### config.mk
export PLATFORM = sky130hd
export DESIGN_NAME = mem_arbiter
export DESIGN_NICKNAME = d
export VERILOG_FILES = /design/src/rtl/mem_arbiter.sv
export SDC_FILE = /design/constraint.sdc
export NUM_CORES = 1
export LEC_CHECK = 0
export ABC_CLOCK_PERIOD_IN_PS = 3800
export CAP_MARGIN = 20
export CORE_UTILIZATION = 50
export CTS_CLUSTER_DIAMETER = 60
export CTS_CLUSTER_SIZE = 8
export DETAILED_ROUTE_END_ITERATION = 6
export DONT_BUFFER_PORTS = 1
export PLACE_DENSITY = 0.73
export SLEW_MARGIN = 5
export SYNTH_ARGS = -nofsm -noshare
export SYNTH_HDL_FRONTEND = slang
export SYNTH_SLANG_ARGS = --single-unit
### constraint.sdc
create_clock -name clk -period 3.8 [get_ports clk]
set_input_delay 1.14 -clock clk [delete_from_list [all_inputs] [get_ports clk]]
set_output_delay 1.14 -clock clk [all_outputs]
set_load 0.03 [all_outputs]
### src/rtl/mem_arbiter.sv
// Two-port (instruction fetch / load-store) arbiter in front of a shared single-access RAM.
// Data port wins by default; a starved fetch is forced through after STARVE_LIMIT lost cycles.
module mem_arbiter #(
  parameter int unsigned ADDR_WIDTH   = 32,
  parameter int unsigned DATA_WIDTH   = 32,
  parameter int unsigned STARVE_LIMIT = 4
) (
  input  logic                  clk,
  input  logic                  rst,
  input  logic                  i_req_valid,
  input  logic [ADDR_WIDTH-1:0] i_req_addr,
  output logic                  i_req_ready,
  output logic                  i_rsp_valid,
  output logic [DATA_WIDTH-1:0] i_rsp_data,
  input  logic                  d_req_valid,
  input  logic                  d_req_we,
  input  logic [ADDR_WIDTH-1:0] d_req_addr,
  input  logic [DATA_WIDTH-1:0] d_req_wdata,
  output logic                  d_req_ready,
  output logic                  d_rsp_valid,
  output logic [DATA_WIDTH-1:0] d_rsp_data,
  output logic [ADDR_WIDTH-1:0] ram_r_addr,
  output logic [ADDR_WIDTH-1:0] ram_w_addr,
  output logic [DATA_WIDTH-1:0] ram_w_data,
  output logic                  ram_we,
  input  logic [DATA_WIDTH-1:0] ram_r_data
);

  localparam int unsigned CntWidth = (STARVE_LIMIT > 0) ? $clog2(STARVE_LIMIT + 1) : 1;
  localparam logic [CntWidth-1:0] StarveMax = CntWidth'(STARVE_LIMIT);

  logic [CntWidth-1:0]   starve_cnt_q, starve_cnt_d;
  logic                  starved, grant_i, grant_d, grant_ld, grant_st;
  logic [ADDR_WIDTH-1:0] r_addr_q, r_addr_d, w_addr_q, w_addr_d;
  logic [DATA_WIDTH-1:0] w_data_q, w_data_d;
  logic                  i_rsp_valid_q, d_rsp_valid_q;
  logic [DATA_WIDTH-1:0] i_rsp_data_q, i_rsp_data_d, d_rsp_data_q, d_rsp_data_d;

  always_comb begin
    starved = i_req_valid && (starve_cnt_q == StarveMax);
    grant_i = 1'b0;
    grant_d = 1'b0;
    if (!rst) begin
      if (d_req_valid && !starved) begin
        grant_d = 1'b1;
      end else if (i_req_valid) begin
        grant_i = 1'b1;
      end
    end
    grant_ld = grant_d && !d_req_we;
    grant_st = grant_d && d_req_we;
  end

  assign i_req_ready = grant_i;
  assign d_req_ready = grant_d;

  always_comb begin
    starve_cnt_d = starve_cnt_q;
    if (!i_req_valid || grant_i) begin
      starve_cnt_d = '0;
    end else if (starve_cnt_q != StarveMax) begin
      starve_cnt_d = starve_cnt_q + CntWidth'(1);
    end
  end

  // RAM address/data follow the granted port and otherwise hold the last driven value.
  always_comb begin
    r_addr_d     = r_addr_q;
    w_addr_d     = w_addr_q;
    w_data_d     = w_data_q;
    i_rsp_data_d = i_rsp_data_q;
    d_rsp_data_d = d_rsp_data_q;
    if (grant_i) begin
      r_addr_d     = i_req_addr;
      i_rsp_data_d = ram_r_data;
    end
    if (grant_ld) begin
      r_addr_d     = d_req_addr;
      d_rsp_data_d = ram_r_data;
    end
    if (grant_st) begin
      w_addr_d = d_req_addr;
      w_data_d = d_req_wdata;
    end
  end

  // Outputs are forced to zero while reset is held, which also squashes an in-flight response.
  always_comb begin
    ram_r_addr  = rst ? '0 : r_addr_d;
    ram_w_addr  = rst ? '0 : w_addr_d;
    ram_w_data  = rst ? '0 : w_data_d;
    ram_we      = grant_st;
    i_rsp_valid = i_rsp_valid_q && !rst;
    d_rsp_valid = d_rsp_valid_q && !rst;
    i_rsp_data  = rst ? '0 : i_rsp_data_q;
    d_rsp_data  = rst ? '0 : d_rsp_data_q;
  end

  always_ff @(posedge clk) begin
    if (rst) begin
      starve_cnt_q  <= '0;
      r_addr_q      <= '0;
      w_addr_q      <= '0;
      w_data_q      <= '0;
      i_rsp_valid_q <= 1'b0;
      d_rsp_valid_q <= 1'b0;
      i_rsp_data_q  <= '0;
      d_rsp_data_q  <= '0;
    end else begin
      starve_cnt_q  <= starve_cnt_d;
      r_addr_q      <= r_addr_d;
      w_addr_q      <= w_addr_d;
      w_data_q      <= w_data_d;
      i_rsp_valid_q <= grant_i;
      d_rsp_valid_q <= grant_ld;
      i_rsp_data_q  <= i_rsp_data_d;
      d_rsp_data_q  <= d_rsp_data_d;
    end
  end

endmodule

==> results.json, run 1 <==
{
  "r2r_cells": 6,
  "place_congestion": 0.863,
  "required_ns": 2.66,
  "synth_xor_area_share_pct": 0,
  "clk_pin_slew_worst_paths_ns": 0.06,
  "rows": 42,
  "grt_pass1_vias": 4962,
  "power_frac_comb_pct": 12.5,
  "synthAdderAreaFrac_pct": 0.364,
  "max_slew_margin_pct": 50.9,
  "synth_compound_area_share_pct": 9.57,
  "clockBufferDepth": 2,
  "hold_class": "reg2reg",
  "drt_iter0_markers": 278,
  "drt-total-wl_um": 17200,
  "pwr-share-clk_pct": 42.1,
  "tritoncts": "yes",
  "vdd_drop_max_v": 0.000302,
  "rsz0062_at_grt": "false",
  "die_area_mm2": 0.0142,
  "synth-simple-area-share_pct": 15.6,
  "nets": 780,
  "syn-cell-area_mm2": 0.00688,
  "drt_first_pass_iters": 5,
  "track_usage_pct": 23.6,
  "finalSetupViolCount": 0,
  "power_density_mw_per_mm2": 520,
  "diodes": 0,
  "numPortBuffers": 0,
  "grt_pass1_wl_um": 25800,
  "endpoint_kind": "output port",
  "whs_endpoint": "starve_cnt_q[0]",
  "finClkSkew_ns": 0.00975,
  "p_switching_mw": 1.06,
  "dp_hpwl_um": 11900,
  "cts.sinks": 165,
  "internal_power_mw": 3.02,
  "critPathLaunchType": "primary input",
  "fp.dieW_um": 119,
  "ys_types": 24,
  "r2r_slack_ns": 1.54,
  "hold_depth": 1,
  "p_leak_nw": 3.18,
  "fill_cells": 1080,
  "min_period_over_period_pct": 92.5,
  "ys_seq_area_share_pct": 48.0,
  "viasPerCell": 5.88,
  "syn_to_final_growth_pct": 14.0,
  "core_area_mm2": 0.0133,
  "p_sw_share_pct": 25.9,
  "r2r-start": "starve_cnt_q[0]",
  "wl_met2_um": 8760,
  "detail_route.wl_per_cell_um": 20.6,
  "hold_start": "starve_cnt_q[0]",
  "grt_overflow": 0,
  "critPathKind": "in2out",
  "regArea_mm2": 0.00330,
  "ctsHoldBuffers": 0,
  "fin_tns_setup_ns": 0,
  "syn_area_per_cell_um2": 10.8,
  "synth_nets": 773,
  "io_pins": 298,
  "htree_levels": 4,
  "cap_violations": 0,
  "timing.fmax_ghz": 0.285,
  "antenna_found_initial": 0,
  "synthCells": 638,
  "clkLatencyLatePin_ns": 0.42,
  "hold_slack_ns": 0.488,
  "hold_viol_final": 0,
  "ys_ff_latch": 165,
  "antenna_left": 0,
  "synthMuxAreaShare_pct": 21.9,
  "final_util_pct": 58.7,
  "grt_max_degree": 136,
  "postCtsSetupBuffers": 0,
  "root_buffer": "clkbuf_16",
  "cp.arrival_ns": 2.37,
  "fin_crit_ns": 3.51,
  "rr_endpoint": "d_rsp_data_q[18]",
  "critical_path.max_fanout": 135,
  "pwr-share-seq_pct": 45.4,
  "wl_met1_um": 6140,
  "initial_core_util_pct": 51.5,
  "top_layer_used": "met4",
  "vias": 4905,
  "drive_above_1_share_pct": 32.7,
  "worst_slew_pin_slew_ns": 0.735,
  "multiInputGateArea_mm2": 0.00329,
  "run_status": "completed",
  "synth_top_family_by_area": "multiplexers",
  "dr_wl_met3_um": 1840,
  "post_cts_resized": 0,
  "die_height_um": 119,
  "drc": 0,
  "yosys_warnings": 0,
  "slew_violations": 0,
  "cts_made_buffers": 17
}
[placed cells by master (no fill, tap or decap), types with 2 or more instances in the layout]
cell type / synthesis / routed
clkinvlp_4: 0 / 3
clkinv_2: 0 / 2
nand3_1: 34 / 33
nand2_1: 2 / 2
a31oi_1: 32 / 32
mux2_4: 14 / 14
inv_1: 5 / 5
clkinv_4: 0 / 2
bufinv_16: 0 / 2
nor2b_1: 132 / 131
clkbuf_8: 0 / 2
o21ai_0: 32 / 32
clkbuf_16: 0 / 17
inv_6: 0 / 4
mux2_2: 114 / 114
buf_12: 0 / 4
nor2_1: 5 / 4
buf_4: 0 / 44
ha_1: 2 / 2
dfxtp_1: 165 / 165
o41ai_1: 32 / 32
[power groups by stage]
stage	sequential [mW]	clock [mW]	combinational, mW
6_report	1.85	1.72	0.510
5_1_grt	1.86	1.83	0.533
4_1_cts	1.85	1.76	0.509
3_5_place_dp	1.89	0	0.507
3_3_place_gp	1.88	0	0.491
2_1_floorplan	1.88	0	0.435
[cell usage after synthesis]
| master | instances | area [µm²] |
|---|---|---|
| a21bo_2 | 1 | 10.0 |
| nor3b_1 | 1 | 7.51 |
| inv_1 | 5 | 18.8 |
| and4_1 | 1 | 8.76 |
| nand2b_4 | 1 | 13.8 |
| nor2_1 | 5 | 18.8 |
| a31oi_1 | 32 | 200 |
| dfxtp_1 | 165 | 3300 |
| nand3_1 | 34 | 170 |
| nand2_1 | 2 | 7.51 |
| buf_2 | 9 | 45.0 |
| mux2i_1 | 1 | 10.0 |
| and3_1 | 1 | 6.26 |
| buf_6 | 8 | 90.1 |
| ha_1 | 2 | 25.0 |
| clkbuf_1 | 43 | 161 |
| a21boi_1 | 1 | 7.51 |
| o21ai_0 | 32 | 160 |
| mux2_2 | 114 | 1280 |
| mux2_4 | 14 | 210 |
| nor2b_1 | 132 | 826 |
| nand2b_1 | 1 | 6.26 |
| o41ai_1 | 32 | 280 |
| or3_1 | 1 | 6.26 |
[kinds of logic (layout without fill, tap and decap cells)]
family / after synthesis / after routing
mux: 129 / 129
fa+ha+maj: 2 / 2
simple gates: 179 / 179
buf+inv: 65 / 85
flops: 165 / 165
compound gates: 98 / 98
[final cells by class]
class	count	share of cell area, %
sequential	165	42.1
multi-input combinational	408	42.0
clock buffer	19	5.78
timing repair buffer	48	5.23
tap	176	2.81
clock inverter	13	1.85
inverter	5	0.239
[worst max-delay path, stage by stage]
cell and delay [ns]:
nand2b_4 0.15, or3_4 0.56, a31oi_1 0.28, buf_4 0.21
[how the worst max path moves through the flow]
stage                     from        endpoint  slack (ns)
2_1_floorplan              rst  ram_r_addr[10]       -0.15
3_3_place_gp               rst  ram_r_addr[13]        0.14
3_5_place_dp               rst  ram_r_addr[10]        0.06
4_1_cts        starve_cnt_q[0]  ram_r_addr[13]        0.03
5_1_grt        starve_cnt_q[0]  ram_r_addr[13]        0.21
6_report                   rst  ram_r_addr[10]        0.29
[through the flow]
stage	std cells	area [µm²]	worst slack, ns	power, mW
2_1_floorplan	638	6880	-0.150	2.31
3_3_place_gp	802	7240	0.137	2.37
3_5_place_dp	802	7240	0.0592	2.39
4_1_cts	834	7840	0.0267	4.12
5_1_grt	834	7840	0.207	4.22
6_report	834	7840	0.287	4.07
[sequential cells by signal (all words and copies together) (netlist names)]
| name | flops |
|---|---|
| d_rsp_data_q | 32 |
| i_rsp_data_q | 32 |
| r_addr_q | 32 |
| w_addr_q | 32 |
| w_data_q | 32 |
| starve_cnt_q | 3 |
| d_rsp_valid_q | 1 |
| i_rsp_valid_q | 1 |
[routing by layer]
metal | track usage, % | vias up
met5 | 0 | -
met4 | 11.6 | 0
met2 | 41.2 | 307
li1 | - | 2258
met3 | 8.72 | 33
met1 | 24.7 | 2307
No activity file was read; power rests on OpenSTA's default activity.
==> inputs of run 2 (changes only) <==
- GPL_TIMING_DRIVEN: not set -> 0
==> run 2 against run 1 <==
Against the previous run:
- fmax is 6.2% lower
- via count is 1.5% higher
- register-to-register slack lost 0.12 ns
- setup slack worse by 0.23 ns
- wire length rose by 7.1%
- non-clock buffer count up 12
- clock power decreased by 10%
- die area unchanged
- cell count is 1.3% higher
- critical path type unchanged
- largest cell class is now multi-input combinational cells
- largest power group unchanged
==> results.json, run 2 (synthesized netlist as in run 1, its figures left out) <==
{
  "cp_common_cell": "buf_6",
  "pwr-share-seq_pct": 46.7,
  "clk_pin_slew_worst_paths_ns": 0.06,
  "nets": 792,
  "clockBufferDepth": 2,
  "diodes": 0,
  "drc": 0,
  "die_height_um": 119,
  "drive_above_1_share_pct": 33.0,
  "final_cell_mix": "dfxtp_1 (165), nor2b_1 (132), mux2_2 (114)",
  "hold_class": "reg2reg",
  "power_frac_comb_pct": 14.4,
  "core_area_mm2": 0.0133,
  "cap_violations": 0,
  "critPathLaunchType": "primary input",
  "drt-total-wl_um": 18400,
  "syn_to_final_growth_pct": 18.5,
  "final_common_cell": "dfxtp_1",
  "drt_first_pass_iters": 4,
  "dp_hpwl_um": 13300,
  "antenna_found_initial": 0,
  "htree_levels": 4,
  "place_congestion": 0.905,
  "p_switching_mw": 1.07,
  "hold_viol_final": 0,
  "p_sw_share_pct": 27.1,
  "slowest_stage": "or3_4",
  "endpoint_kind": "output port",
  "slew_violations": 0,
  "place_ws_ns": -0.467,
  "rsz0062_at_grt": "true",
  "rows": 42,
  "max_stage_delay_ns": 0.39,
  "antenna_left": 0,
  "numPortBuffers": 0,
  "finalSetupViolCount": 0,
  "grt_overflow": 0,
  "vias": 4977,
  "timing.fmax_ghz": 0.267,
  "fp.dieW_um": 119,
  "initial_core_util_pct": 51.5,
  "fin_tns_setup_ns": 0,
  "grt_pass1_wl_um": 28100,
  "critical_path.max_fanout": 10,
  "cp.arrival_ns": 2.61,
  "clkLatencyLatePin_ns": 0.41,
  "required_ns": 2.66,
  "vdd_drop_max_v": 0.000307,
  "p_leak_nw": 3.09,
  "grt_pass1_vias": 5297,
  "root_buffer": "clkbuf_16",
  "ctsHoldBuffers": 0,
  "max_slew_margin_pct": 52.2,
  "finalPower_mw": 3.96,
  "internal_power_mw": 2.89,
  "cts.sinks": 165,
  "run_status": "completed",
  "viasPerCell": 5.89,
  "power_density_mw_per_mm2": 486,
  "track_usage_pct": 25.7,
  "die_area_mm2": 0.0142,
  "grt_max_degree": 20,
  "critPathKind": "in2out",
  "final.setup.worst_slack_ns": 0.0538,
  "finClkSkew_ns": 0.00434,
  "cp_cell_sequence": "buf_6, nand2b_4, buf_6, or3_4, buf_12, buf_8, a31oi_4",
  "pwr-share-clk_pct": 38.9,
  "io_pins": 298,
  "fin_crit_ns": 3.75,
  "hold_slack_ns": 0.486,
  "worst_slew_pin_slew_ns": 0.708,
  "min_period_over_period_pct": 98.6,
  "cts_made_buffers": 17,
  "drt_iter0_markers": 250,
  "detail_route.wl_per_cell_um": 21.8,
  "tritoncts": "yes"
}
## run 2: changes by cell type in the layout (fill, tap and decap cells not counted), sizes merged
cell,change
clkbuf,+47
buf,-31
inv,-4
clkinv,+2
bufinv,-2
clkinvlp,-1
## run 2: power by group through the flow
stage | Combinational (mW) | Sequential [mW] | Clock (mW)
2_1_floorplan | 0.435 | 1.88 | 0
3_3_place_gp | 0.497 | 1.88 | 0
3_5_place_dp | 0.508 | 1.89 | 0
4_1_cts | 0.564 | 1.85 | 1.57
5_1_grt | 0.599 | 1.86 | 1.66
6_report | 0.571 | 1.85 | 1.54
## run 2: worst max-delay path: cells and delay by family
| family | cells | cell delay, ns |
|---|---|---|
| simple gates | 2 | 0.52 |
| compound gates | 1 | 0.35 |
| buf+inv | 4 | 0.57 |
## run 2: metrics by stage
stage | instances | util (%) | instance area (µm²)
global placement | 814 | 53.2 | 7100
finish | 845 | 61.0 | 8150
floorplan | 638 | - | 6880
global route | 845 | 61.0 | 8150
detailed placement | 814 | 53.2 | 7100
CTS | 843 | 60.7 | 8100
## run 2: timing repair
item | CTS | global route
endpoints found under the setup margin | 90 | 32
pin swaps | 1 | 2
resized for setup | 74 | 7
gates cloned | 0 | 0
buffers inserted | 0 | 2
hold endpoints to repair | 0 | 0
## run 2: layout make-up
| class | count | area (µm²) |
|---|---|---|
| Clock buffer | 23 | 478 |
| Multi-Input combinational cell | 408 | 3740 |
| Clock inverter | 8 | 52.6 |
| Inverter | 5 | 18.8 |
| Fill cell | 1065 | 5200 |
| Sequential cell | 165 | 3300 |
| Tap cell | 176 | 220 |
| Timing Repair Buffer | 2 | 15.0 |
| Buffer | 58 | 315 |
## run 2: worst paths after layout
| kind | cells after the start | end | slack [ns] | from |
|---|---|---|---|---|
| worst min-delay path | 1 | starve_cnt_q[0] | 0.49 | starve_cnt_q[0] |
| worst max register to register | 8 | d_rsp_data_q[24] | 1.42 | starve_cnt_q[0] |
| worst min register to register | 1 | starve_cnt_q[0] | 0.49 | starve_cnt_q[0] |
| worst max-delay path | 7 | ram_r_addr[27] | 0.05 | rst |
## run 2: metal layers
metal | global-route usage (%) | share of wire [%] | vias up
li1 | - | - | 2286
met5 | 0 | 0 | -
met2 | 44.5 | 50 | 276
met3 | 8.76 | 10 | 39
met4 | 11.9 | 2.8 | 0
met1 | 28.0 | 37 | 2376
